File: src/rtl/sfr_pkg.sv
// Shared definitions for the SFR read responder and its address decoder.
// Optional build macro: SFR_RD_ERR_EN (miss returns an error flag and pattern).
package sfr_pkg;

  localparam int N_SFR       = 14;
  localparam int SFR_DW      = 64;
  localparam int SFR_AW      = 32;
  localparam int SFR_IDX_LSB = 20;

  // 32-bit word replicated across the data width on an unmapped read.
  localparam logic [31:0] SFR_ERR_PATTERN = 32'hDEAD_BEEF;

  typedef enum logic [1:0] {
    ST_IDLE   = 2'd0,
    ST_LOOKUP = 2'd1,
    ST_RESP   = 2'd2
  } sfr_state_t;

  // Width of a 0-based SFR slot number (at least one bit).
  function automatic int sfr_slot_width(input int n);
    return (n > 1) ? $clog2(n) : 1;
  endfunction

endpackage

File: src/rtl/sfr_addr_index.sv
// Combinational address decode: {idx, zeros} -> hit flag and 0-based slot.
// Index 1..N_SFR maps to slot 0..N_SFR-1; index 0, out-of-range indices and
// any set bit below IDX_LSB are misses. Shared with the write-side decoder.
module sfr_addr_index
  import sfr_pkg::*;
#(
  parameter int AW      = SFR_AW,
  parameter int IDX_LSB = SFR_IDX_LSB,
  parameter int NSFR    = N_SFR,
  parameter int IW      = sfr_slot_width(N_SFR)
) (
  input  logic [AW-1:0] addr,
  output logic          hit,
  output logic [IW-1:0] slot
);

  localparam int XW = AW - IDX_LSB;

  logic [XW-1:0] idx;
  logic [XW-1:0] slot_full;
  logic          low_zero;
  logic          in_range;

  // Split the address, range-check the index and form the slot number.
  always_comb begin
    idx       = addr[AW-1:IDX_LSB];
    low_zero  = (addr[IDX_LSB-1:0] == '0);
    in_range  = (idx != '0) && (idx <= XW'(NSFR));
    hit       = low_zero && in_range;
    slot_full = idx - XW'(1);
    if (hit) begin
      slot = slot_full[IW-1:0];
    end else begin
      slot = '0;
    end
  end

endmodule

File: src/rtl/sfr_read_responder.sv
// Serves CPU loads from the memory-mapped SFR window with valid/ready on both
// the request and response side. One read in flight: IDLE -> LOOKUP -> RESP.
// Optional build macro: SFR_RD_ERR_EN -- when defined a miss sets resp_err and
// returns the replicated 0xDEADBEEF pattern; otherwise a miss returns zero.
module sfr_read_responder
  import sfr_pkg::*;
#(
  parameter int N_SFR_P = N_SFR,
  parameter int DW      = SFR_DW,
  parameter int AW      = SFR_AW,
  parameter int IDX_LSB = SFR_IDX_LSB
) (
  input  logic                  clock,
  input  logic                  reset,
  input  logic                  req_valid,
  output logic                  req_ready,
  input  logic [AW-1:0]         req_addr,
  input  logic [N_SFR_P*DW-1:0] sfr_bus,
  output logic                  resp_valid,
  input  logic                  resp_ready,
  output logic [DW-1:0]         resp_data,
  output logic                  resp_hit,
  output logic                  resp_err,
  output logic [15:0]           miss_count
);

  localparam int IW = sfr_slot_width(N_SFR_P);

`ifdef SFR_RD_ERR_EN
  localparam logic [DW-1:0] MISS_DATA = {(DW/32){SFR_ERR_PATTERN}};
  localparam logic          MISS_ERR  = 1'b1;
`else
  localparam logic [DW-1:0] MISS_DATA = '0;
  localparam logic          MISS_ERR  = 1'b0;
`endif

  sfr_state_t    state;
  sfr_state_t    nxt;
  logic [AW-1:0] addr_q;
  logic          dec_hit;
  logic [IW-1:0] dec_slot;
  logic [DW-1:0] sel_data;

  sfr_addr_index #(
    .AW      (AW),
    .IDX_LSB (IDX_LSB),
    .NSFR    (N_SFR_P),
    .IW      (IW)
  ) u_index (
    .addr (addr_q),
    .hit  (dec_hit),
    .slot (dec_slot)
  );

  // Pick the addressed SFR out of the flattened bus.
  always_comb begin
    sel_data = sfr_bus[int'(dec_slot)*DW +: DW];
  end

  // Next-state logic: accept in IDLE, one decode cycle, hold RESP until taken.
  always_comb begin
    nxt = state;
    case (state)
      ST_IDLE: begin
        if (req_valid && req_ready) begin
          nxt = ST_LOOKUP;
        end else begin
          nxt = ST_IDLE;
        end
      end
      ST_LOOKUP: nxt = ST_RESP;
      ST_RESP: begin
        if (resp_ready) begin
          nxt = ST_IDLE;
        end else begin
          nxt = ST_RESP;
        end
      end
      default: nxt = ST_IDLE;
    endcase
  end

  // State register with registered handshake outputs derived from next state.
  always_ff @(posedge clock or posedge reset) begin
    if (reset) begin
      state      <= ST_IDLE;
      req_ready  <= 1'b0;
      resp_valid <= 1'b0;
    end else begin
      state      <= nxt;
      req_ready  <= (nxt == ST_IDLE);
      resp_valid <= (nxt == ST_RESP);
    end
  end

  // Latch the request address on acceptance.
  always_ff @(posedge clock or posedge reset) begin
    if (reset) begin
      addr_q <= '0;
    end else if (state == ST_IDLE && req_valid && req_ready) begin
      addr_q <= req_addr;
    end
  end

  // Snapshot SFR data and hit/err at the end of LOOKUP; held through RESP.
  always_ff @(posedge clock or posedge reset) begin
    if (reset) begin
      resp_data <= '0;
      resp_hit  <= 1'b0;
      resp_err  <= 1'b0;
    end else if (state == ST_LOOKUP) begin
      resp_data <= dec_hit ? sel_data : MISS_DATA;
      resp_hit  <= dec_hit;
      resp_err  <= ~dec_hit & MISS_ERR;
    end
  end

  // Saturating count of miss responses actually taken by the consumer.
  always_ff @(posedge clock or posedge reset) begin
    if (reset) begin
      miss_count <= 16'h0000;
    end else if (state == ST_RESP && resp_ready && !resp_hit &&
                 miss_count != 16'hFFFF) begin
      miss_count <= miss_count + 16'd1;
    end
  end

endmodule

File: config.mk
export PLATFORM = sky130hd
export DESIGN_NAME = sfr_read_responder
export DESIGN_NICKNAME = d
export VERILOG_FILES = /design/src/rtl/sfr_pkg.sv /design/src/rtl/sfr_addr_index.sv /design/src/rtl/sfr_read_responder.sv
export SDC_FILE = /design/constraint.sdc
export NUM_CORES = 1
export LEC_CHECK = 0
export CORE_AREA = 5 5 391 393
export DETAILED_ROUTE_END_ITERATION = 7
export DIE_AREA = 0 0 396 398
export SLEW_MARGIN = 20
export SYNTH_ARGS = -nofsm -noshare
export SYNTH_HDL_FRONTEND = slang
export SYNTH_SLANG_ARGS = --single-unit
File: constraint.sdc
create_clock -name clock -period 10.3 [get_ports clock]
set_input_delay 2.575 -clock clock [delete_from_list [all_inputs] [get_ports clock]]
set_output_delay 2.575 -clock clock [all_outputs]
set_load 0.05 [all_outputs]
==> metrics.cfg <==
[sta]
finalCriticalPeriod_ns=4.674
fin_ws_ns=5.626
period_share=0.4537
slew_violations=0
slew_headroom=0.2103
fin_setup_tns_ns=0
rsz0062_at_grt=false
hold_violations=0
skew_ns=0.03439
max_freq_ghz=0.2140
setup_viol=0
worstMarginPinSlew_ns=1.155

[worst_setup_path]
critPathBufInv=1
cp_max_fo=3
critPathKind=flop to output port
worstPathRequired_ns=7.73
cp-start-kind=flop
path_cells=clkdlybuf4s50_1
crit_family=buffers and inverters
cp_slowest_cell=clkdlybuf4s50_1
endpoint_kind=output port
slowest_delay_ns=1.18
crit_arrival_ns=2.10

[synthesis]
synth.area.top_cells=dfrtp_1 (22%), mux4_2 (21%), a2111oi_0 (8.3%)
synthArstFlopShare=1.000
synthFlopType=dfrtp_1
postSynthAreaPerCell_sq_um=9.814
synth-seq-area-share=0.2159
synthDistinctLibCells=47
synthCells=1382
yosys_warnings=0
synth_top_cells_by_count=a2111oi_0 (128), a22oi_1 (128), mux4_2 (128), dfrtp_1 (117), clkbuf_1 (98)
synth_top_area_share=0.2159
synth.cell_area_sq_um=13560
synth_edf_count=0
yosysTopAreaCell=dfrtp_1
ys_ff_latch=117
synth_nets=2318

[die]
io_pins=1016
fp.dieW_um=396
coreArea_sq_um=149100
start_util=0.09099
rows=142
die_area_sq_um=157600
die_y_um=398

[grt]
antenna_found_initial=113
grt_overflow=0
grt_usage=0.1628
grt_pass1_wl_um=173300
grt_max_degree=131
grt_pass1_vias=18176

[clocking]
cts_resized=0
cts_buffers=17
cts_root_buf=clkbuf_16
cts_tree=yes
cts_buffer_depth=2
cts_num_sinks=117
post-cts-setup-buffers=0
hold_buffers=0
clk_pin_slew_ns=0.07
htreeDepth=4
clk_latency_ns=0.54

[power_and_ir_drop]
powerDensity_nw_per_um2=165.1
vdd_drop_max_mv=0.2856
leakage_nw=9.170
power_mw=4.378

[placed_design]
dp_hpwl_um=112200
routabilityCongestion=0.9217
port_buffers=1014
pre_cts_ws_ns=5.326

[final_layout]
areaGrowthSynthToFinish_pct=95.53
utilization=0.1779
layout.nets=3227
drive_gt1_frac=0.1163

[route]
dr.first_iter.drc_count=1494
routed_wl_um=134400
avgRoutedWirePerCell_um=31.45
vias_per_cell=4.178
drtPass1Iterations=5
vias=17861
remaining_drc_errors=0
ant_nets=0

[min_path]
hp-class=flop to flop

[run_status]
outcome=finished, final reports clean

[run]
max_cap_violations=0

worst register-to-register path, delay by kind of cell (launching register included):
family	cells	cell delay, ns
simple gates	1	0.33
buf+inv	2	1.46
flops	1	0.85
compound gates	3	1.42
mux	1	0.23
sequential cells by signal, indices dropped and copies added (netlist names):
name / cells
resp_data: 64
addr_q: 32
miss_count: 16
state: 2
req_ready: 1
resp_hit: 1
resp_valid: 1
worst paths after layout:
check                      cells after the start  slack, ns                         end                       from
max                                            1       5.63               resp_data[32]  resp_data[32]$_DFFE_PP0N_
min                                            1       0.49   miss_count[5]$_DFFE_PP0P_  miss_count[5]$_DFFE_PP0P_
max reg2reg                                    7       5.93   resp_data[46]$_DFFE_PP0N_     addr_q[20]$_DFFE_PP0P_
min reg2reg                                    1       0.49   miss_count[5]$_DFFE_PP0P_  miss_count[5]$_DFFE_PP0P_
max in group asynchronous                      3       6.71   resp_data[46]$_DFFE_PP0N_                      reset
min in group asynchronous                      2       2.45  miss_count[12]$_DFFE_PP0P_                      reset
kinds of logic (layout without fill, tap and decap cells):
family	Yosys count	in the layout	synth area share
xor+xnor	17	17	0.01153
buf+inv	245	1167	0.08423
mux	223	223	0.2855
fa+ha+maj	4	4	0.003690
simple gates	254	254	0.1088
compound gates	521	521	0.2901
flops	117	117	0.2159
other cells	1	28	0.0002765
layout by cell type, fill, tap and decap left out, types with 4 or more instances in the layout:
cell type / instances
clkdlybuf4s50_1: 1014
mux4_2: 128
a22oi_1: 128
dfrtp_1: 116
a2111oi_0: 115
nand2_1: 73
inv_1: 71
o21ai_0: 68
or3_1: 65
o31a_1: 65
a21oi_1: 64
a2bb2oi_1: 64
mux2i_1: 64
and2_1: 64
buf_4: 46
mux2_2: 30
diode_2: 27
clkbuf_16: 17
nor4_1: 12
xor2_1: 11
a2111oi_1: 8
nand3_1: 6
nor2_1: 6
inv_8: 6
xnor2_1: 5
a2111oi_2: 5
inv_6: 5
nor3_1: 4
nor4_2: 4
routing by layer:
metal  global-route usage  part of all wire  vias to the layer above
met3              0.06386             0.097                      193
met4              0.03619             0.019                       36
met2               0.2586              0.46                     1082
met5                    0            0.0017                        -
li1                     -                 -                     7466
met1               0.2084              0.42                     9084
final cells by class:
| type | instances | area, sq um |
|---|---|---|
| fillers | 16570 | 122500 |
| repair buffers | 1063 | 10560 |
| multi-input cells | 1020 | 9622 |
| flip-flops and latches | 117 | 2932 |
| well taps | 1944 | 2432 |
| clock buffers | 17 | 425.4 |
| inverters | 72 | 275.3 |
| clock inverters | 15 | 203.9 |
| diodes | 27 | 67.56 |
stage by stage:
| stage | area [sq um] | hold WS (ns) | std cells |
|---|---|---|---|
| global route | 26480 | 0.5299 | 4259 |
| finish | 26520 | 0.4869 | 4275 |
| CTS | 26440 | 0.4925 | 4248 |
| global placement | 25780 | 0.4795 | 4215 |
| floorplan | 13560 | 0.4811 | 1382 |
| detailed placement | 25810 | 0.4790 | 4216 |
report_power, final:
group / internal, mW / total [mW] / switching, mW
Clock: 0.373 / 0.732 / 0.358
Sequential: 0.540 / 0.647 / 0.107
Combinational: 1.40 / 3.00 / 1.60
Total: 2.31 / 4.38 / 2.06
Note: power is estimated with default switching activity, not from simulation.
